$ cat config.mk
export PLATFORM = sky130hd
export DESIGN_NAME = rv_pc_unit
export DESIGN_NICKNAME = d
export VERILOG_FILES = /design/src/rtl/rv_core_pkg.sv /design/src/rtl/rv_pc_target.sv /design/src/rtl/rv_pc_unit.sv
export SDC_FILE = /design/constraint.sdc
export NUM_CORES = 1
export LEC_CHECK = 0
export ABC_AREA = 1
export CAP_MARGIN = 30
export CORE_MARGIN = 2
export CORE_UTILIZATION = 32
export DETAILED_ROUTE_END_ITERATION = 16
export GPL_TIMING_DRIVEN = 0
export PLACE_DENSITY = 0.66
export SLEW_MARGIN = 0
export SYNTH_ARGS = -nofsm -noshare
export SYNTH_HDL_FRONTEND = slang
export SYNTH_SLANG_ARGS = --single-unit
$ cat constraint.sdc
create_clock -name clk -period 2.8 [get_ports clk]
set_clock_uncertainty 0.05 [all_clocks]
set_input_delay 0.7 -clock clk [delete_from_list [all_inputs] [get_ports clk]]
set_output_delay 0.7 -clock clk [all_outputs]
set_load 0.1 [all_outputs]
$ cat src/rtl/rv_core_pkg.sv
// Shared RV32 core types: PC opsel encodings, PC FSM states,
// and immediate-extract helpers (J, B, I) returning 32-bit sign-extended values.
package rv_core_pkg;

  typedef enum logic [2:0] {
    OP_JAL  = 3'd0,
    OP_JALR = 3'd1,
    OP_BEQ  = 3'd2,
    OP_BNE  = 3'd3,
    OP_BLT  = 3'd4,
    OP_BGE  = 3'd5,
    OP_BLTU = 3'd6,
    OP_BGEU = 3'd7
  } pc_opsel_e;

  typedef enum logic [1:0] {
    ST_RESET = 2'd0,
    ST_RUN   = 2'd1,
    ST_HALT  = 2'd2
  } pc_state_e;

  localparam int FLUSH_CW = 3;

  function automatic logic [31:0] imm_j(input logic [31:0] ins);
    return {{11{ins[31]}}, ins[31], ins[19:12],
            ins[20], ins[30:21], 1'b0};
  endfunction

  function automatic logic [31:0] imm_b(input logic [31:0] ins);
    return {{19{ins[31]}}, ins[31], ins[7],
            ins[30:25], ins[11:8], 1'b0};
  endfunction

  function automatic logic [31:0] imm_i(input logic [31:0] ins);
    return {{20{ins[31]}}, ins[31:20]};
  endfunction

endpackage

$ cat src/rtl/rv_pc_target.sv
// Redirect target, misalignment flag and redirect select (combinational).
// Ports: i_pc, i_rs1, i_instr, i_normal_op, i_pc_opsel, i_branch_taken
//        -> o_target, o_misalign, o_redirect. Macro: RV_PC_MISALIGN_TRAP_EN.
module rv_pc_target #(
  parameter int XLEN = 32
) (
  input  logic [XLEN-1:0] i_pc,
  input  logic [XLEN-1:0] i_rs1,
  input  logic [31:0]     i_instr,
  input  logic            i_normal_op,
  input  logic [2:0]      i_pc_opsel,
  input  logic            i_branch_taken,
  output logic [XLEN-1:0] o_target,
  output logic            o_misalign,
  output logic            o_redirect
);
  import rv_core_pkg::*;

  logic [XLEN-1:0] w_imm_j;
  logic [XLEN-1:0] w_imm_b;
  logic [XLEN-1:0] w_imm_i;
  logic [XLEN-1:0] w_raw;
  logic            w_is_jal;
  logic            w_is_jalr;
  logic            w_unused;

  assign w_imm_j  = XLEN'($signed(imm_j(i_instr)));
  assign w_imm_b  = XLEN'($signed(imm_b(i_instr)));
  assign w_imm_i  = XLEN'($signed(imm_i(i_instr)));
  assign w_unused = ^i_instr[6:0];

  assign w_is_jal  = (i_pc_opsel == OP_JAL);
  assign w_is_jalr = (i_pc_opsel == OP_JALR);

  always_comb begin
    w_raw = '0;
    unique case (1'b1)
      w_is_jal:  w_raw = i_pc + w_imm_j;
      w_is_jalr: w_raw = (i_rs1 + w_imm_i) & ~XLEN'(1);
      default:   w_raw = i_pc + w_imm_b;
    endcase
  end

  assign o_redirect = !i_normal_op &
                      (w_is_jal | w_is_jalr | i_branch_taken);

`ifdef RV_PC_MISALIGN_TRAP_EN
  assign o_target   = w_raw;
  assign o_misalign = w_raw[1];
`else
  // Without the trap, targets are word-aligned by force.
  assign o_target   = w_raw & ~XLEN'(3);
  assign o_misalign = 1'b0;
`endif

endmodule

$ cat src/rtl/rv_pc_unit.sv
// IF-stage PC unit: RESET/RUN/HALT FSM, PC/EPC registers, flush counter.
// Ports: clk, rst_n, i_* controls/operands -> o_pc, o_link, o_flush,
// o_halt, o_trap_taken, o_epc. Macro: RV_PC_MISALIGN_TRAP_EN.
module rv_pc_unit #(
  parameter int              XLEN         = 32,
  parameter logic [XLEN-1:0] RESET_VECTOR = 32'h0000_0000,
  parameter logic [XLEN-1:0] TRAP_VECTOR  = 32'h0000_0100,
  parameter int              FLUSH_CYCLES = 1
) (
  input  logic            clk,
  input  logic            rst_n,
  input  logic            i_enable,
  input  logic            i_stall,
  input  logic [31:0]     i_instr,
  input  logic [XLEN-1:0] i_rs1,
  input  logic            i_normal_op,
  input  logic [2:0]      i_pc_opsel,
  input  logic            i_branch_taken,
  input  logic            i_trap_req,
  output logic [XLEN-1:0] o_pc,
  output logic [XLEN-1:0] o_link,
  output logic            o_flush,
  output logic            o_halt,
  output logic            o_trap_taken,
  output logic [XLEN-1:0] o_epc
);
  import rv_core_pkg::*;

  pc_state_e           r_state;
  logic [XLEN-1:0]     r_pc;
  logic [XLEN-1:0]     r_epc;
  logic [FLUSH_CW-1:0] r_cnt;

  logic [XLEN-1:0] w_target;
  logic [XLEN-1:0] w_seq;
  logic            w_misalign;
  logic            w_redirect;
  logic            w_trap;
  logic            w_go;

  rv_pc_target #(.XLEN(XLEN)) u_target (
    .i_pc           (r_pc),
    .i_rs1          (i_rs1),
    .i_instr        (i_instr),
    .i_normal_op    (i_normal_op),
    .i_pc_opsel     (i_pc_opsel),
    .i_branch_taken (i_branch_taken),
    .o_target       (w_target),
    .o_misalign     (w_misalign),
    .o_redirect     (w_redirect)
  );

  assign w_seq  = r_pc + XLEN'(4);
  assign w_go   = (r_state == ST_RUN) & i_enable & !i_stall;
  assign w_trap = i_trap_req | (w_redirect & w_misalign);

  always_ff @(posedge clk or negedge rst_n) begin
    if (!rst_n) begin
      r_state <= ST_RESET;
      r_pc    <= RESET_VECTOR;
      r_epc   <= '0;
      r_cnt   <= '0;
    end else begin
      unique case (r_state)
        ST_RESET: begin
          // The reset-vector fetch is already out; step past it.
          if (i_enable) begin
            r_state <= ST_RUN;
            if (!i_stall) r_pc <= w_seq;
          end else begin
            r_state <= ST_HALT;
          end
        end
        ST_RUN: begin
          if (!i_enable) begin
            r_state <= ST_HALT;
          end else if (!i_stall) begin
            if (w_trap) begin
              r_pc  <= TRAP_VECTOR;
              r_epc <= r_pc;
              r_cnt <= FLUSH_CW'(FLUSH_CYCLES);
            end else if (w_redirect) begin
              r_pc  <= w_target;
              r_cnt <= FLUSH_CW'(FLUSH_CYCLES);
            end else begin
              r_pc <= w_seq;
              if (r_cnt != '0) r_cnt <= r_cnt - 1'b1;
            end
          end
        end
        ST_HALT: begin
          if (i_enable) r_state <= ST_RUN;
        end
        default: r_state <= ST_RESET;
      endcase
    end
  end

  assign o_pc         = r_pc;
  assign o_link       = w_seq;
  assign o_epc        = r_epc;
  assign o_halt       = (r_state == ST_HALT);
  assign o_trap_taken = w_go & w_trap;
  assign o_flush      = (r_state == ST_RESET) |
                        ((r_state == ST_RUN) & (r_cnt != '0));

endmodule

==> results of run 1 <==
-- final cells by class --
type                    instances  area (sq um)  share of cell area, %
plain buffers                  27           188                   1.35
repair buffers                287          2840                   20.5
clock buffers                   9           225                   1.62
flip-flops and latches         65          1710                   12.3
inverters                     257          1050                   7.55
multi-input cells            1132          7400                   53.2
clock inverters                 7          58.8                  0.423
well taps                     341           427                   3.07
-- sequential cells by signal (all words and copies together), names as in the netlist --
| register | flops |
|---|---|
| r_state | 2 |
| o_epc | 30 |
| o_pc | 30 |
| r_cnt | 3 |
-- metal layers --
layer	up-vias	share of wire, %	track usage, %
met1	5112	44	34.2
met4	4	3.8	9.26
met3	86	7.0	3.83
li1	5329	-	-
met5	-	0.37	3.48
met2	446	45	39.6
-- worst max path at each step --
stage	startpoint	cells past startpoint	end
after floorplan	o_pc[2]	7	o_link[25]
after global placement	i_instr[31]	18	o_pc[30]
after detailed placement	i_trap_req	8	o_trap_taken
after CTS	o_pc[3]	8	o_link[25]
after global routing	o_pc[2]	7	o_link[29]
final	o_pc[12]	9	o_link[28]
-- power breakdown --
| group | switching, uW | internal [uW] |
|---|---|---|
| combinational | 6440 | 3010 |
| clock | 491 | 616 |
| sequential | 365 | 1280 |
-- cells by family (layout without fill, tap and decap cells) --
| kind of cell | after synthesis | after routing | synth area share [%] |
|---|---|---|---|
| and+or+nand+nor | 793 | 793 | 39.3 |
| buffers and inverters | 286 | 587 | 13.1 |
| AOI/OAI and AO/OA | 226 | 226 | 14.7 |
| adders and majority gates | 66 | 66 | 9.66 |
| DFF | 65 | 65 | 18.9 |
| xor gates and xnor gates | 32 | 32 | 3.34 |
| muxes | 8 | 8 | 1.04 |
| other | 2 | 7 | 0.0871 |
-- repair_timing --
| action | CTS | global route |
|---|---|---|
| cloned | 1 | 0 |
| pin swaps | 91 | 97 |
| setup endpoints to repair | 62 | 63 |
| buffers inserted | 83 | 46 |
| gates resized for setup | 441 | 218 |
-- through the flow --
step	area, sq um	setup TNS (ns)
floorplan	8930	-5.24
CTS	12800	-1.56
finish	13900	-2.36
detailed placement	10900	-44.23
global route	13900	-4.39
global placement	10900	-154.93
-- worst max-delay path, stage by stage (launching register included) --
cell	delay [ns]
sky130_fd_sc_hd__dfrtp_4	0.45
sky130_fd_sc_hd__clkinvlp_4	0.17
sky130_fd_sc_hd__nor3_4	0.17
sky130_fd_sc_hd__nand2_1	0.09
sky130_fd_sc_hd__nor3_2	0.18
sky130_fd_sc_hd__nand4_1	0.25
sky130_fd_sc_hd__or2_0	0.29
sky130_fd_sc_hd__nand2_1	0.11
sky130_fd_sc_hd__inv_2	0.06
sky130_fd_sc_hd__buf_12	0.16
-- placed cells by master (no fill, tap or decap), types with 8 or more instances in the layout --
cell type                         instances
sky130_fd_sc_hd__nand3_1                 86
sky130_fd_sc_hd__buf_12                  21
sky130_fd_sc_hd__dfrtp_1                 36
sky130_fd_sc_hd__dlymetal6s2s_1          16
sky130_fd_sc_hd__nand2_2                 73
sky130_fd_sc_hd__a21oi_1                 97
sky130_fd_sc_hd__buf_2                    8
sky130_fd_sc_hd__inv_2                   32
sky130_fd_sc_hd__clkbuf_16               10
sky130_fd_sc_hd__nand2_4                 15
sky130_fd_sc_hd__dfrtp_2                 11
sky130_fd_sc_hd__nor2_2                  19
sky130_fd_sc_hd__nand2_1                381
sky130_fd_sc_hd__clkdlybuf4s50_1         90
sky130_fd_sc_hd__ha_1                    38
sky130_fd_sc_hd__o21ai_0                 27
sky130_fd_sc_hd__inv_1                  201
sky130_fd_sc_hd__xnor2_1                 12
sky130_fd_sc_hd__nand3_2                 15
sky130_fd_sc_hd__o21ai_1                 24
sky130_fd_sc_hd__clkbuf_1                 8
sky130_fd_sc_hd__dlygate4sd2_1           13
sky130_fd_sc_hd__clkinvlp_4              21
sky130_fd_sc_hd__a21oi_2                 15
sky130_fd_sc_hd__dfrtp_4                 18
sky130_fd_sc_hd__buf_4                  120
sky130_fd_sc_hd__nor3_2                   8
sky130_fd_sc_hd__ha_4                    26
sky130_fd_sc_hd__nor2_1                 100
sky130_fd_sc_hd__nor2_4                  24
sky130_fd_sc_hd__nand4_1                 31
sky130_fd_sc_hd__xor2_1                   8
sky130_fd_sc_hd__nor3_1                   9
sky130_fd_sc_hd__buf_6                   27
==> results.md, run 1 <==
- Source of the worst register-to-register timing path: o_pc[2]
- Reg-to-reg endpoint: o_pc[15]
- Min-delay src: r_cnt[0]
- Number of filler instances in the final layout: approximately 2600
- Cts-stage hold buffer count: 0
- Global-route wire length before repair: 55200 um
- Placeable core region: 0.0267 sq mm
- Count of routing violations after the opening detailed-route iteration: 698
- Outcome: finished with violations
- Number of port buffers: between 150 and 200
- HPWL after detailed placement: 28400 um
- Depth of the CTS H-tree: 3
- Startpoint class of the critical path: flop
- Fraction of registers with async set/reset: 100%
- Post-Synthesis Cell Area: about 0.0086 sq mm
- Die height: 168 um
- Skew-Pair Late Insertion Delay: 0.35 ns
- Std-Cell Rows: 60
- Non-filler cells in the finished layout: roughly 2100
- Count of vias placed by the detailed router: around 11000
- Share of Yosys cell area claimed by the top area cell type: about a fifth
- Number of storage elements in the synthesis netlist: 65
- Worst Hold Margin: about 0.43 ns
- Area enclosed by the die boundary: between 0.02 and 0.03 sq mm
- Antenna cells: 0
- All-Layer GR Usage: 25.0%
- Instance count along the most critical hold path: 2
- Clock tree from TritonCTS: yes
- # nets final: 1919
- Worst setup margin: -0.240 ns
- Post-route DRC violation count: 0
- Worst min-delay path endpoint: r_cnt[0]
- Largest area contributor in the netlist: sky130_fd_sc_hd__nand2_1
- DR vias/cell: 5.17
- Die W: 168 um
- Peak Freq: between 300 and 400 MHz
- Biggest fanout along the worst timing path: 4
- Path type of the worst min-delay path: flop to flop
- Violations in the final reports: setup timing
- Endpoints failing setup: 23
- Syn-to-layout area delta: 61.1%
- Max-Cap Viols: 0
- Worst setup slack for register-to-register paths: 0.15 ns
- Initial antenna violation count: 0
- Peak supply drop: around 1.5 mV
- Path depth of the worst reg2reg path: 14
- Synth Flop Type: sky130_fd_sc_hd__dfrtp_1
- Power Total: 12200 uW
- CTS sink count: 65
- Most common cell in the netlist: sky130_fd_sc_hd__nand2_1
- Number of hold violations in the final report: 0
- Setup Slack @ Placement: -1.20 ns
- Clock transition time at the flip-flop clock pins of the worst setup and hold paths: 0.06 ns
- Deepest clock path buffer count: 2
- Average wire per cell in the routed design: between 15 and 20 um
- CTS buffer count: 9
- Cells after Synth: 1478
- Vias in the first global route: 10100
- Final critical delay including setup and external delays: 3.04 ns
- Power Density: 878 mW/mm^2
- Worst slew margin relative to its limit: 34.3%
- Routed Wire Length: 37000 um
- Number of top-level pins: 173
- Fraction of layout cells with a size suffix above 1: 31.1%
- Warning count from the yosys run: 0
- RSZ-0062 raised after global routing: true
- Data arrival time of the worst path: 2.29 ns
- Slew @ Worst Pin: between 0.9 and 1 ns
- Per-instance average area after synthesis: 5.84 sq um
- Max-slew violations: 0
- Final ANT Viol Nets: 0
- Data required time at the worst endpoint: between 2 and 2.5 ns
- Sequential fraction of the synthesis area: about a fifth
- Leakage component of the power: 0.00677 uW
- Routability Congestion: roughly 0.95
- Cells taking the most area after synthesis: sky130_fd_sc_hd__nand2_1 20%, sky130_fd_sc_hd__dfrtp_1 19%, sky130_fd_sc_hd__inv_1 11%
- Kind of critical path: flop to primary output
- Placed insts: 1982
- Maximum number of pins on one net before global-route repair: between 60 and 70
- Fin crit share: 109%
- GRT overflow: 0
- Buffer cell driving the clock tree root: sky130_fd_sc_hd__clkbuf_16
- Number of search-and-repair iterations in the first detailed-routing pass: 8
- Number of unique standard cell types used by synthesis: 49
- Final core occ: between 50% and 60%
- Critical path capture point type: primary output
- Initial standard-cell utilization of the core: between 30 and 40%
- Number of enable-type register cells in the synthesized netlist: 0
- Leading post-synthesis cells by instance count: 470 x sky130_fd_sc_hd__nand2_1, 248 x sky130_fd_sc_hd__inv_1, 128 x sky130_fd_sc_hd__nor2_1, 117 x sky130_fd_sc_hd__a21oi_1, 106 x sky130_fd_sc_hd__nand3_1
No activity file was read; power rests on OpenSTA's default activity.
==> run 2: changes to the inputs <==
--- a/config.mk
+++ b/config.mk
@@ -8,10 +8,10 @@
 export ABC_AREA = 1
 export CAP_MARGIN = 30
 export CORE_MARGIN = 2
-export CORE_UTILIZATION = 32
+export CORE_UTILIZATION = 54
 export DETAILED_ROUTE_END_ITERATION = 16
 export GPL_TIMING_DRIVEN = 0
-export PLACE_DENSITY = 0.66
+export PLACE_DENSITY = 0.95
 export SLEW_MARGIN = 0
 export SYNTH_ARGS = -nofsm -noshare
 export SYNTH_HDL_FRONTEND = slang
==> results.md, run 2 <==
- Number of port buffers: 158
- Maximum number of pins on one net before global-route repair: 66
- Buffer cell driving the clock tree root: sky130_fd_sc_hd__clkbuf_16
- Depth of the CTS H-tree: 3
- Endpoint with the least setup slack after the last repair: o_link[26]
- Die W: 130 um
- HPWL after detailed placement: 26200 um
- Cells after Synth: 1478
- CTS sink count: 65
- Number of storage elements in the synthesis netlist: 65
- Sequential fraction of the synthesis area: 18.9%
- Per-instance average area after synthesis: 5.84 sq um
- Number of top-level pins: ~170
- Number of unique standard cell types used by synthesis: a little under 50
- Warning count from the yosys run: 0
- Deepest clock path buffer count: 2
- Placed insts: 1858
- Synth Flop Type: sky130_fd_sc_hd__dfrtp_1
- Largest area contributor in the netlist: sky130_fd_sc_hd__nand2_1
- CTS buffer count: 9
- Cts-stage hold buffer count: 0
- Die height: 130 um
- All-Layer GR Usage: between 70% and 80%
- Std-Cell Rows: 46
- Fraction of registers with async set/reset: 100%
- Routability Congestion: about 1.1
- Most common cell in the netlist: sky130_fd_sc_hd__nand2_1
- Outcome: stopped before the end
- Post-Synthesis Cell Area: 0.00863 sq mm
- Cells taking the most area after synthesis: sky130_fd_sc_hd__nand2_1 20%, sky130_fd_sc_hd__dfrtp_1 19%, sky130_fd_sc_hd__inv_1 11%
- Error that ended the run: [ERROR GRT-0232] Routing congestion too high. Check the congestion heatmap in the GUI.
- Initial standard-cell utilization of the core: 54.7%
- Halt point of the flow: 5_1_grt
- Number of enable-type register cells in the synthesized netlist: 0
- Share of Yosys cell area claimed by the top area cell type: 20.4%
- GRT overflow: 6
- Worst EP Category: primary output
- Leading post-synthesis cells by instance count: 470 x sky130_fd_sc_hd__nand2_1, 248 x sky130_fd_sc_hd__inv_1, 128 x sky130_fd_sc_hd__nor2_1, 117 x sky130_fd_sc_hd__a21oi_1, 106 x sky130_fd_sc_hd__nand3_1
run 2: cell families after synthesis:
family                   after synthesis  synth area share, %
other                                  2               0.0871
adder cells (fa/ha/maj)               66                 9.66
XOR/XNOR                              32                 3.34
multiplexers                           8                 1.04
AND/OR/NAND/NOR                      793                 39.3
buffers and inverters                286                 13.1
flip-flops                            65                 18.9
AO/OA/AOI/OAI                        226                 14.7
run 2: through the flow:
| step | worst slack (ns) | setup TNS (ns) | utilization [%] | area (sq um) |
|---|---|---|---|---|
| floorplan | -0.570 | -5.24 | - | 8930 |
| detailed placement | -1.17 | -43.19 | 68.4 | 10800 |
| global placement | -1.67 | -137.10 | 68.3 | 10800 |
| CTS | -0.216 | -1.34 | 77.8 | 12300 |
run 2: per-layer routing:
| metal | GRT overflow | track usage [%] |
|---|---|---|
| met2 | 2 | 89.1 |
| met1 | 0 | 74.0 |
| met5 | 0 | 30.3 |
| met3 | 0 | 58.3 |
| met4 | 4 | 67.1 |
run 2: what timing repair did:
item,in CTS
setup endpoints to repair,61
pin swaps,69
cloned,1
setup buffers,63
resized for setup,395
==> run 3: changes to the inputs <==
--- a/config.mk
+++ b/config.mk
@@ -8,10 +8,10 @@
 export ABC_AREA = 1
 export CAP_MARGIN = 30
 export CORE_MARGIN = 2
-export CORE_UTILIZATION = 54
+export CORE_UTILIZATION = 40
 export DETAILED_ROUTE_END_ITERATION = 16
 export GPL_TIMING_DRIVEN = 0
-export PLACE_DENSITY = 0.95
+export PLACE_DENSITY_LB_ADDON = 0.15
 export SLEW_MARGIN = 0
 export SYNTH_ARGS = -nofsm -noshare
 export SYNTH_HDL_FRONTEND = slang
==> results.md, run 3 (synthesized netlist as in run 1, its figures left out) <==
- Clock tree from TritonCTS: yes
- Initial antenna violation count: 0
- Global-route wire length before repair: 53300 um
- Max-Cap Viols: 0
- Startpoint class of the critical path: flop
- Final critical delay including setup and external delays: 3.01 ns
- DR vias/cell: 5.45
- Std-Cell Rows: 53
- All-Layer GR Usage: between 30% and 40%
- Leakage component of the power: just under 0.007 uW
- Critical path capture point type: primary output
- Endpoints failing setup: 20
- Slew @ Worst Pin: 1.03 ns
- Biggest fanout along the worst timing path: 4
- Path depth of the worst reg2reg path: 16
- Most frequent cells in the layout: 390 x sky130_fd_sc_hd__nand2_1, 202 x sky130_fd_sc_hd__inv_1, 127 x sky130_fd_sc_hd__buf_4
- Initial standard-cell utilization of the core: 40.9%
- Count of vias placed by the detailed router: approximately 11000
- Max layer used: met4
- CTS buffer count: 9
- Met3 routed wirelength: 3150 um
- Leading cell type in the layout, fill and taps excluded: sky130_fd_sc_hd__nand2_1
- Non-filler cells in the finished layout: around 2100
- Number of filler instances in the final layout: 1898
- Power Density: about 890 mW/mm^2
- Data required time at the worst endpoint: 2.05 ns
- Routability Congestion: 0.952
- Area after DPL: 0.0108 sq mm
- Path type of the worst min-delay path: primary input to async pin
- Met2 Routed Length: 16100 um
- HPWL after detailed placement: about 27000 um
- Reg-to-reg endpoint: o_pc[21]
- Routed Wire Length: 36700 um
- Worst slew margin relative to its limit: 31.9%
- Average wire per cell in the routed design: 17.8 um
- CTS sink count: 65
- Setup Slack @ Placement: -1.16 ns
- Deepest clock path buffer count: 2
- Peak supply drop: 1.43 mV
- Outcome: finished with violations
- # nets final: 1917
- Number of top-level pins: about 170
- Antenna cells: 0
- Final ANT Viol Nets: 0
- Worst setup slack for register-to-register paths: approximately 0.28 ns
- Worst setup margin: -0.214 ns
- Clock transition time at the flip-flop clock pins of the worst setup and hold paths: 0.06 ns
- Fin crit share: 108%
- Skew-Pair Late Insertion Delay: between 0.3 and 0.4 ns
- Worst Hold Margin: 0.427 ns
- Max-slew violations: 0
- Fraction of layout cells with a size suffix above 1: 30.4%
- Die height: 151 um
- Post-route DRC violation count: 0
- Final core occ: about two thirds
- Data arrival time of the worst path: approximately 2.3 ns
- Syn-to-layout area delta: 59.3%
- M1 wire length: 16100 um
- Peak Freq: 332 MHz
- GRT overflow: 0
- Maximum number of pins on one net before global-route repair: 66
- RSZ-0062 raised after global routing: true
- Number of port buffers: 158
- Source of the worst register-to-register timing path: o_pc[19]
- Number of search-and-repair iterations in the first detailed-routing pass: 6
- Placeable core region: 0.0211 sq mm
- Cts-stage hold buffer count: 0
- Kind of critical path: flop to primary output
- Buffer cell driving the clock tree root: sky130_fd_sc_hd__clkbuf_16
- Placed insts: 1916
- Design area: 0.0137 sq mm
- Area enclosed by the die boundary: 0.0228 sq mm
- Violations in the final reports: setup timing
- Count of routing violations after the opening detailed-route iteration: 960
- Die W: around 150 um
- Vias in the first global route: around 9900
- Depth of the CTS H-tree: 3
- Number of hold violations in the final report: 0
==> run 3: what timing repair did <==
item                       in CTS  in global routing
gates cloned                    1                  0
pin swaps                      91                 86
buffers inserted               74                 54
gates resized for setup       417                211
setup endpoints to repair      62                 61
==> run 3: worst max-delay path by stage <==
stage / cells past startpoint / start / endpoint / slack [ns]
after floorplan: 7 / o_pc[2] / o_link[25] / -0.57
after global placement: 18 / i_instr[31] / o_pc[28] / -1.84
after detailed placement: 8 / i_trap_req / o_trap_taken / -1.16
after CTS: 8 / o_pc[2] / o_link[25] / -0.24
after global routing: 8 / o_pc[2] / o_link[25] / -0.26
final: 7 / o_pc[2] / o_link[29] / -0.21
==> run 3: cell type report <==
type                            count  area [sq um]  share of cell area (%)
Tap cell                          275           344                    2.50
Sequential cell                    65          1710                    12.4
Clock inverter                      7           100                   0.728
Multi-Input combinational cell   1132          7320                    53.3
Timing Repair Buffer              285          2810                    20.4
Inverter                          257          1050                    7.66
Buffer                             27           188                    1.37
Clock buffer                        9           225                    1.64
==> run 3: report_power, final <==
| group | total (uW) | switching [uW] | internal [uW] |
|---|---|---|---|
| sequential | 1650 | 363 | 1280 |
| clock | 1280 | 491 | 788 |
| combinational | 9320 | 6400 | 2920 |
==> run 3: stage by stage <==
stage               power, uW  setup TNS (ns)
floorplan                7200           -5.24
global placement         9010         -154.52
detailed placement       9040          -42.69
CTS                     11400           -1.24
global route            12800           -2.89
finish                  12200           -1.60
==> run 3: metal layers <==
metal	global-route usage (%)	vias to the layer above
met3	5.18	107
li1	-	5315
met4	10.4	0
met1	43.7	5201
met5	0	-
met2	46.6	593
==> run 3: worst max-delay path, cell delays in order, from the launching register on <==
cell,delay [ns]
sky130_fd_sc_hd__dfrtp_4,0.46
sky130_fd_sc_hd__clkinvlp_4,0.18
sky130_fd_sc_hd__buf_6,0.16
sky130_fd_sc_hd__nor3_4,0.25
sky130_fd_sc_hd__nand4_1,0.25
sky130_fd_sc_hd__xor2_2,0.28
sky130_fd_sc_hd__clkinvlp_4,0.15
sky130_fd_sc_hd__buf_12,0.18
==> run 4: changes to the inputs <==
--- a/config.mk
+++ b/config.mk
@@ -5,13 +5,13 @@
 export SDC_FILE = /design/constraint.sdc
 export NUM_CORES = 1
 export LEC_CHECK = 0
-export ABC_AREA = 1
 export CAP_MARGIN = 30
 export CORE_MARGIN = 2
 export CORE_UTILIZATION = 40
 export DETAILED_ROUTE_END_ITERATION = 16
 export GPL_TIMING_DRIVEN = 0
 export PLACE_DENSITY_LB_ADDON = 0.15
+export REMOVE_ABC_BUFFERS = 1
 export SLEW_MARGIN = 0
 export SYNTH_ARGS = -nofsm -noshare
 export SYNTH_HDL_FRONTEND = slang
==> results.md, run 4 <==
- Outcome: finished with violations
- Post-Synthesis Cell Area: 0.00667 sq mm
- HPWL after detailed placement: between 15000 and 20000 um
- Count of vias placed by the detailed router: 7361
- Number of top-level pins: about 170
- Worst slew margin relative to its limit: 32.1%
- Reg-to-reg endpoint: o_pc[31]
- Leading post-synthesis cells by instance count: 74 x sky130_fd_sc_hd__nand2_1, 65 x sky130_fd_sc_hd__a21oi_1, 65 x sky130_fd_sc_hd__dfrtp_1, 65 x sky130_fd_sc_hd__ha_1, 58 x sky130_fd_sc_hd__nor2_1
- Critical path capture point type: flop
- Max-slew violations: 0
- Most frequent cells in the layout: 85 x sky130_fd_sc_hd__buf_4, 67 x sky130_fd_sc_hd__clkdlybuf4s50_1, 66 x sky130_fd_sc_hd__nand2_1
- Placeable core region: 0.0165 sq mm
- Die height: 133 um
- Violations in the final reports: setup timing
- Data required time at the worst endpoint: 3.02 ns
- # nets final: 1182
- Slew @ Worst Pin: 1.01 ns
- Depth of the CTS H-tree: 3
- DR vias/cell: 5.81
- Buffer cell driving the clock tree root: sky130_fd_sc_hd__clkbuf_16
- Data arrival time of the worst path: between 3 and 4 ns
- Cells taking the most area after synthesis: sky130_fd_sc_hd__dfrtp_1 24%, sky130_fd_sc_hd__ha_1 12%, sky130_fd_sc_hd__mux2_2 5.4%
- Per-instance average area after synthesis: 8.36 sq um
- Initial standard-cell utilization of the core: about 41%
- Cells after Synth: 798
- Share of Yosys cell area claimed by the top area cell type: 24.4%
- Most common cell in the netlist: sky130_fd_sc_hd__nand2_1
- Fraction of registers with async set/reset: 100%
- Worst setup margin: -0.727 ns
- Worst setup slack for register-to-register paths: -0.50 ns
- Leakage component of the power: between 0.004 and 0.005 uW
- Endpoints failing setup: 42
- Kind of critical path: primary input to flop
- Biggest fanout along the worst timing path: 7
- Die W: 133 um
- Leading cell type in the layout, fill and taps excluded: sky130_fd_sc_hd__buf_4
- Sequential fraction of the synthesis area: 24.4%
- Count of routing violations after the opening detailed-route iteration: 671
- Largest area contributor in the netlist: sky130_fd_sc_hd__dfrtp_1
- Path type of the worst min-delay path: primary input to async pin
- Peak supply drop: 0.688 mV
- Routed Wire Length: around 25000 um
- Path depth of the worst reg2reg path: 12
- Number of storage elements in the synthesis netlist: 65
- Synth Flop Type: sky130_fd_sc_hd__dfrtp_1
- Power Density: 827 mW/mm^2
- Skew-Pair Late Insertion Delay: roughly 0.34 ns
- Number of search-and-repair iterations in the first detailed-routing pass: 5
- Number of port buffers: approximately 160
- Routability Congestion: 0.919
- Warning count from the yosys run: 0
- Max-Cap Viols: 0
- Vias in the first global route: 6925
- All-Layer GR Usage: 27.1%
- Sum of negative setup slack: -15.95 ns
- Area enclosed by the die boundary: approximately 0.018 sq mm
- Fin crit share: 126%
- Clock tree from TritonCTS: yes
- Std-Cell Rows: 47
- Area after DPL: 0.00851 sq mm
- Source of the worst register-to-register timing path: o_pc[6]
- Average wire per cell in the routed design: 19.9 um
- Power Total: 9020 uW
- Final ANT Viol Nets: 0
- Startpoint class of the critical path: primary input
- Deepest clock path buffer count: 2
- Number of enable-type register cells in the synthesized netlist: 0
- Global-route wire length before repair: ~38000 um
- Maximum number of pins on one net before global-route repair: 47
- Final critical delay including setup and external delays: 3.53 ns
- GRT overflow: 0
- Initial antenna violation count: 0
- CTS buffer count: 9
- Number of hold violations in the final report: 0
- Setup Slack @ Placement: -2.12 ns
- CTS sink count: 65
- Number of unique standard cell types used by synthesis: 75
- Syn-to-layout area delta: 63.4%
- Clock transition time at the flip-flop clock pins of the worst setup and hold paths: 0.06 ns
- Post-route DRC violation count: 0
- Fraction of layout cells with a size suffix above 1: a little over a third
- RSZ-0062 raised after global routing: true
- Antenna cells: 0
- Design area: about 0.011 sq mm
- Peak Freq: 284 MHz
run 4: layout make-up:
cell class	instances	area [sq um]
Tap cell	220	275
Clock inverter	7	61.3
Fill cell	1330	5560
Multi-Input combinational cell	685	5990
Clock buffer	9	225
Inverter	17	63.8
Sequential cell	65	1650
Timing Repair Buffer	264	2640
run 4: kinds of logic after synthesis:
kind of cell	Yosys count	share of synthesized area (%)
AOI/OAI and AO/OA	261	25.7
and+or+nand+nor	241	17.9
xor gates and xnor gates	76	10.1
adders and majority gates	66	12.5
DFF	65	24.4
buffers and inverters	53	3.62
muxes	34	5.72
other	2	0.113
run 4: layer usage:
layer  up-vias  global-route usage (%)  wire length, um
met5         -                       0                0
met4         0                    6.91              575
met3        48                    3.84             1640
met2       304                    43.1            11800
met1      3582                    38.8            11200
li1       3427                       -                -
run 4: how the worst max path moves through the flow:
stage	to	startpoint	slack, ns
2_1_floorplan	o_trap_taken	i_enable	-2.11
3_3_place_gp	o_trap_taken	i_enable	-5.01
3_5_place_dp	o_trap_taken	i_enable	-2.12
4_1_cts	o_pc[31]	i_pc_opsel[2]	-0.75
5_1_grt	o_pc[31]	i_pc_opsel[0]	-0.81
6_report	o_pc[31]	i_pc_opsel[0]	-0.73
run 4: metrics by stage:
stage	hold slack (ns)	util, %	cells
floorplan	0.354	-	767
global placement	0.414	50.8	1145
detailed placement	0.420	51.7	1151
CTS	0.217	61.3	1227
global route	0.233	66.2	1267
finish	0.213	66.2	1267
run 4: worst max-delay path: stages:
cell	delay, ns
sky130_fd_sc_hd__buf_8	0.10
sky130_fd_sc_hd__nor3_4	0.20
sky130_fd_sc_hd__buf_6	0.18
sky130_fd_sc_hd__mux2_4	0.35
sky130_fd_sc_hd__ha_4	0.28
sky130_fd_sc_hd__nand4_1	0.16
sky130_fd_sc_hd__buf_4	0.19
sky130_fd_sc_hd__a2111oi_4	0.25
sky130_fd_sc_hd__o21ai_4	0.14
sky130_fd_sc_hd__a31oi_4	0.18
sky130_fd_sc_hd__o21ai_2	0.10
sky130_fd_sc_hd__o21a_1	0.23
sky130_fd_sc_hd__o21bai_2	0.18
sky130_fd_sc_hd__a21oi_2	0.10
sky130_fd_sc_hd__mux2_4	0.31
sky130_fd_sc_hd__a21oi_2	0.11
run 4: what timing repair did:
action	CTS	global route
pin swaps	67	54
endpoints found under the setup margin	110	57
hold buffers	0	0
setup buffers	67	47
cloned	0	0
resized for setup	420	122
run 4: where the power goes:
part | switching, uW | internal [uW] | total [uW]
registers | 294 | 1180 | 1470
logic | 4390 | 2040 | 6430
clock network | 494 | 617 | 1110
==> RTL edit 1, RTL diff (flow settings as in run 3) <==
Add a define of `RV_PC_MISALIGN_TRAP_EN`.
--- a/src/rtl/rv_pc_target.sv
+++ b/src/rtl/rv_pc_target.sv
@@ -1,6 +1,8 @@
 // Redirect target, misalignment flag and redirect select (combinational).
 // Ports: i_pc, i_rs1, i_instr, i_normal_op, i_pc_opsel, i_branch_taken
 //        -> o_target, o_misalign, o_redirect. Macro: RV_PC_MISALIGN_TRAP_EN.
+`define RV_PC_MISALIGN_TRAP_EN
+
 module rv_pc_target #(
   parameter int XLEN = 32
 ) (
Formal check against the unedited RTL: not equivalent (Yosys sat finds a counterexample within 4 cycles, from zero or initial values and one cycle with rst_n low).
==> RTL edit 1 against run 3 <==
- the run still ends with setup timing left
- cell count down 0.68%
- routed wire length is 2.2% higher
- maximum frequency shrank 3.1%
- via count shrank 0.37%
- sequential power up 8%
- count of clock-buffer cells in the layout stayed put
- sequential cell count up 2
- synthesized area decreased by 0.75%
- global-route usage down 0.15 points
- worst setup slack got worse by 0.095 ns
- total power is 2.0% higher
- die area shrank 0.73%
- final area rose by 0.85%
- largest cell class unchanged
==> RTL edit 1: results (changes against run 3) <==
outcome finished with violations; Hold WS 0.431 ns (+0.00468 ns); largest cells by area after synthesis nand2_1 (22%), dfrtp_1 (20%), inv_1 (10%); final setup fails 29 (+45%); first-pass GRT wire length 52,800 µm (-0.93%); reg2reg start o_pc[7]$_DFFE_PN0P_; Reg2Reg Depth 14 (-2); violated checks setup timing; Yosys cell types 46 (-6.1%); wirelength, routed 37,500 µm (+2.2%); family with the most delay on the worst path simple AND/OR/NAND/NOR gates; post-CTS sizing 343 (-18%); WP data arrival 2.36 ns (+0.10 ns); Port-buffer cells 162 (+2.5%); total track usage 30.4% (-0.15 points); top layer in use met5; HPWL Detailed 27,800 µm (+1.2%); crit path capture o_trap_taken; met2 global-route usage 46.7% (+0.11 points); Critical-path top delay cell mux2_4; initial antenna violation count 1 (+1); wl on met1 16,500 µm (+2.3%); LEAKAGE 6.80 nW (+0.18%); synthesized-area fraction occupied by adder cells 10.1% (+0.45 points); Least-Margin Pin Slew 1.05 ns (+0.0290 ns); reg2reg end o_pc[29]$_DFFE_PN0P_; Final WS setup -0.309 ns (-0.0953 ns); fill count 1,828 (-3.7%)
==> RTL edit 1: cell count changes in the layout (fill, tap and decap cells not counted), moves of 7 or more <==
cell                   run 3  this run
dlygate4sd2_1             10        18
dlymetal6s2s_1            21        14
inv_1                    202       185
buf_2                      8        15
o21ai_1                   20        45
nor2_1                    99        83
nand2_4                   17        28
a21oi_1                   97        77
nand2_1                  390       404
a21oi_2                   14        22
buf_4                    127       109
nand4_1                   31        22
==> RTL edit 1: power by group through the flow <==
stage | logic [mW] | registers (mW) | clock network (mW)
floorplan | 3.57 | 3.79 | 0
global placement | 7.45 | 1.83 | 0
detailed placement | 7.50 | 1.82 | 0
CTS | 8.06 | 1.77 | 1.30
global route | 9.85 | 1.82 | 1.34
finish | 9.40 | 1.79 | 1.30
==> RTL edit 1: layout make-up <==
cell class | count | area share [%]
buffer | 25 | 1.01
clock buffer | 9 | 1.63
clock inverter | 7 | 0.776
inverter | 243 | 7.30
multi-input combinational | 1138 | 54.0
sequential | 67 | 12.7
tap | 275 | 2.48
timing repair buffer | 279 | 20.1
==> RTL edit 1: through the flow <==
step | TNS [ns] | util (%) | instances | cell area (µm²) | setup slack, ns
after floorplan | -0.438 | - | 1474 | 8920 | -0.150
after CTS | -1.67 | 57.4 | 1972 | 12100 | -0.290
after global routing | -6.14 | 65.9 | 2043 | 13900 | -0.387
final | -2.91 | 65.9 | 2043 | 13900 | -0.309
after global placement | -172.96 | 51.8 | 1911 | 10900 | -2.00
after detailed placement | -50.31 | 51.7 | 1911 | 10900 | -1.78
==> RTL edit 1: logic make-up after synthesis <==
logic type,count (synthesis)
XOR/XNOR,26
adder cells (fa/ha/maj),68
AND/OR/NAND/NOR,801
other,1
buffers and inverters,269
multiplexers,4
flip-flops,67
AO/OA/AOI/OAI,236
==> RTL edit 2, RTL diff (flow settings as in run 3) <==
Made on the original files. Make the reset (`rst_n`) synchronous in one clocked block.
--- a/src/rtl/rv_pc_unit.sv
+++ b/src/rtl/rv_pc_unit.sv
@@ -54,7 +54,7 @@
   assign w_go   = (r_state == ST_RUN) & i_enable & !i_stall;
   assign w_trap = i_trap_req | (w_redirect & w_misalign);
 
-  always_ff @(posedge clk or negedge rst_n) begin
+  always_ff @(posedge clk) begin
     if (!rst_n) begin
       r_state <= ST_RESET;
       r_pc    <= RESET_VECTOR;
Function: differs if rst_n is asserted again (counterexample within 4 cycles, from zero or initial values and one cycle with rst_n low); with rst_n held inactive, the same outputs for 4 cycles.
==> RTL edit 2 against run 3 <==
- routed wire length decreased by 4.2%
- die area increased by 1.3%
- worst setup slack improved by 0.24 ns
- critical path type is now in -> reg
- sequential cell count unchanged
- critical endpoint is now o_pc[31]$_SDFFE_PN0P_
- final area decreased by 5.4%
- non-clock buffer count decreased by 51
- hold slack got worse by 0.0065 ns
- synthesized area increased by 1.3%
Power is not compared: it rests on default switching activity, and its combinational part moved more than twofold at a synthesized area within 25%.
==> RTL edit 2: results (changes against run 3) <==
Non-clk invs 342 (+33%); TritonCTS buffer count 9 (unchanged); vias in the first global route 9,811 (-1.3%); worst-path fanout max 6 (+2); Reg2Reg Depth 15 (-1); Placed Area 0.0109 mm² (+0.91%); die area 0.0231 mm² (+1.3%); Layout Nets 2,045 (+6.7%); Root Buffer clkbuf_16; Synth top cells by count nand2_1 (606), inv_1 (327), a21oi_1 (132); yosys warns 0 (unchanged); drt initial violations 897 (-6.6%); WP data arrival 2.99 ns (+0.73 ns); Buffers, non-clock 261 (-16%); vias per inst 5.10 (-6.6%); Least-Margin Pin Slew 0.991 ns (-0.0350 ns); worst vdd ir 0.255 mV; Placer Congestion 0.935 (-1.7%); CTS max path bufs 2 (unchanged); fraction of area in multi-input gates 55.2% (+1.9 points); hold_sp r_cnt[0]$_SDFFE_PN0P_; reg2reg end o_pc[31]$_SDFFE_PN0P_; R2R Setup Slk 0.45 ns (+0.17 ns); first-pass GRT wire length 52,900 µm (-0.58%); sequential cell area 0.00138 mm² (-19%); largest net degree at the start of global routing 35 (-47%); clock buffers 11 (+2); wirelength, routed 35,200 µm (-4.2%); fill count 2,154 (+13%); H-tree Lvls 3 (unchanged); LEAKAGE 6.68 nW; HPWL Detailed 27,300 µm (-0.63%); Pre-antenna DRT Iters 7 (+1); reg2reg start o_pc[10]$_SDFFE_PN0P_; Yosys cell types 44 (-10%); largest cells by area after synthesis nand2_1 (26%), dfxtp_1 (15%), inv_1 (14%); max incr delay on CP 0.34 ns (-0.12 ns); comb_multi_in 1,226 (+8.3%); final core occ 60.1% (-5.1 points); Seq/Total Area, Yosys 14.9% (-4.0 points); Critical-path top delay cell mux2_4; total track usage 28.5% (-2.1 points); ClkCell Share 2.16% (-0.21 points); Async S/R FF share, synth 0% (-100 points); Hold EP r_cnt[0]$_SDFFE_PN0P_; Non-clock buffering overhead 19.0% (-2.8 points); Clk Latency, worst-skew pair around 0.34 ns; count of pins over their slew limit 0 (unchanged); Worst-path clk slew 0.06 ns (about the same); CP startpoint i_pc_opsel[1]; Most used DFF post-synth dfxtp_1; outcome completed; layout cell share with drive strength beyond 1 21.4% (-9.0 points); crit path capture type flop; hold crit path type reg -> reg; initial antenna violation count 0 (unchanged)
-- RTL edit 2: kinds of logic after synthesis --
| kind of cell | Yosys count | synth area share, % |
|---|---|---|
| AOI/OAI and AO/OA | 240 | 14.2 |
| xor gates and xnor gates | 24 | 2.40 |
| adders and majority gates | 66 | 9.53 |
| buffers and inverters | 376 | 16.6 |
| DFF | 65 | 14.9 |
| muxes | 3 | 0.386 |
| other | 2 | 0.0859 |
| and+or+nand+nor | 886 | 41.9 |
-- RTL edit 2: timing repair --
action,4_1_cts,5_1_grt
hold buffers,0,0
pin swaps,56,83
resized for setup,324,159
buffers inserted,33,36
endpoints found under the setup margin,60,50
cloned,1,0
-- RTL edit 2: metrics by stage --
step | setup TNS (ns) | worst slack [ns] | hold slack (ns) | std cells
6_report | 0 | 0.0262 | 0.420 | 2190
4_1_cts | -0.0457 | -0.0215 | 0.422 | 2154
3_5_place_dp | -37.45 | -1.58 | 0.408 | 2105
3_3_place_gp | -53.41 | -1.72 | 0.405 | 2105
2_1_floorplan | -0.183 | -0.159 | 0.381 | 1667
5_1_grt | -1.41 | -0.127 | 0.442 | 2190
-- RTL edit 2: worst max-delay path, delay by kind of cell --
kind	cells	cell delay, ns
mux	1	0.34
simple gates	14	1.29
compound gates	1	0.14
fa+ha+maj	1	0.26
buf+inv	2	0.25
-- RTL edit 2: where the power goes --
part           total (mW)  switching (mW)  internal [mW]
sequential          0.996          0.0501          0.946
combinational        1.90            1.27          0.636
clock                1.10           0.417          0.680
-- RTL edit 2: per-layer routing --
| layer | global-route usage (%) | part of all wire [%] | vias up |
|---|---|---|---|
| met5 | 0 | 0.20 | - |
| met2 | 44.2 | 44 | 419 |
| li1 | - | - | 5617 |
| met1 | 41.3 | 45 | 5051 |
| met3 | 3.28 | 7.4 | 70 |
| met4 | 8.81 | 3.4 | 2 |
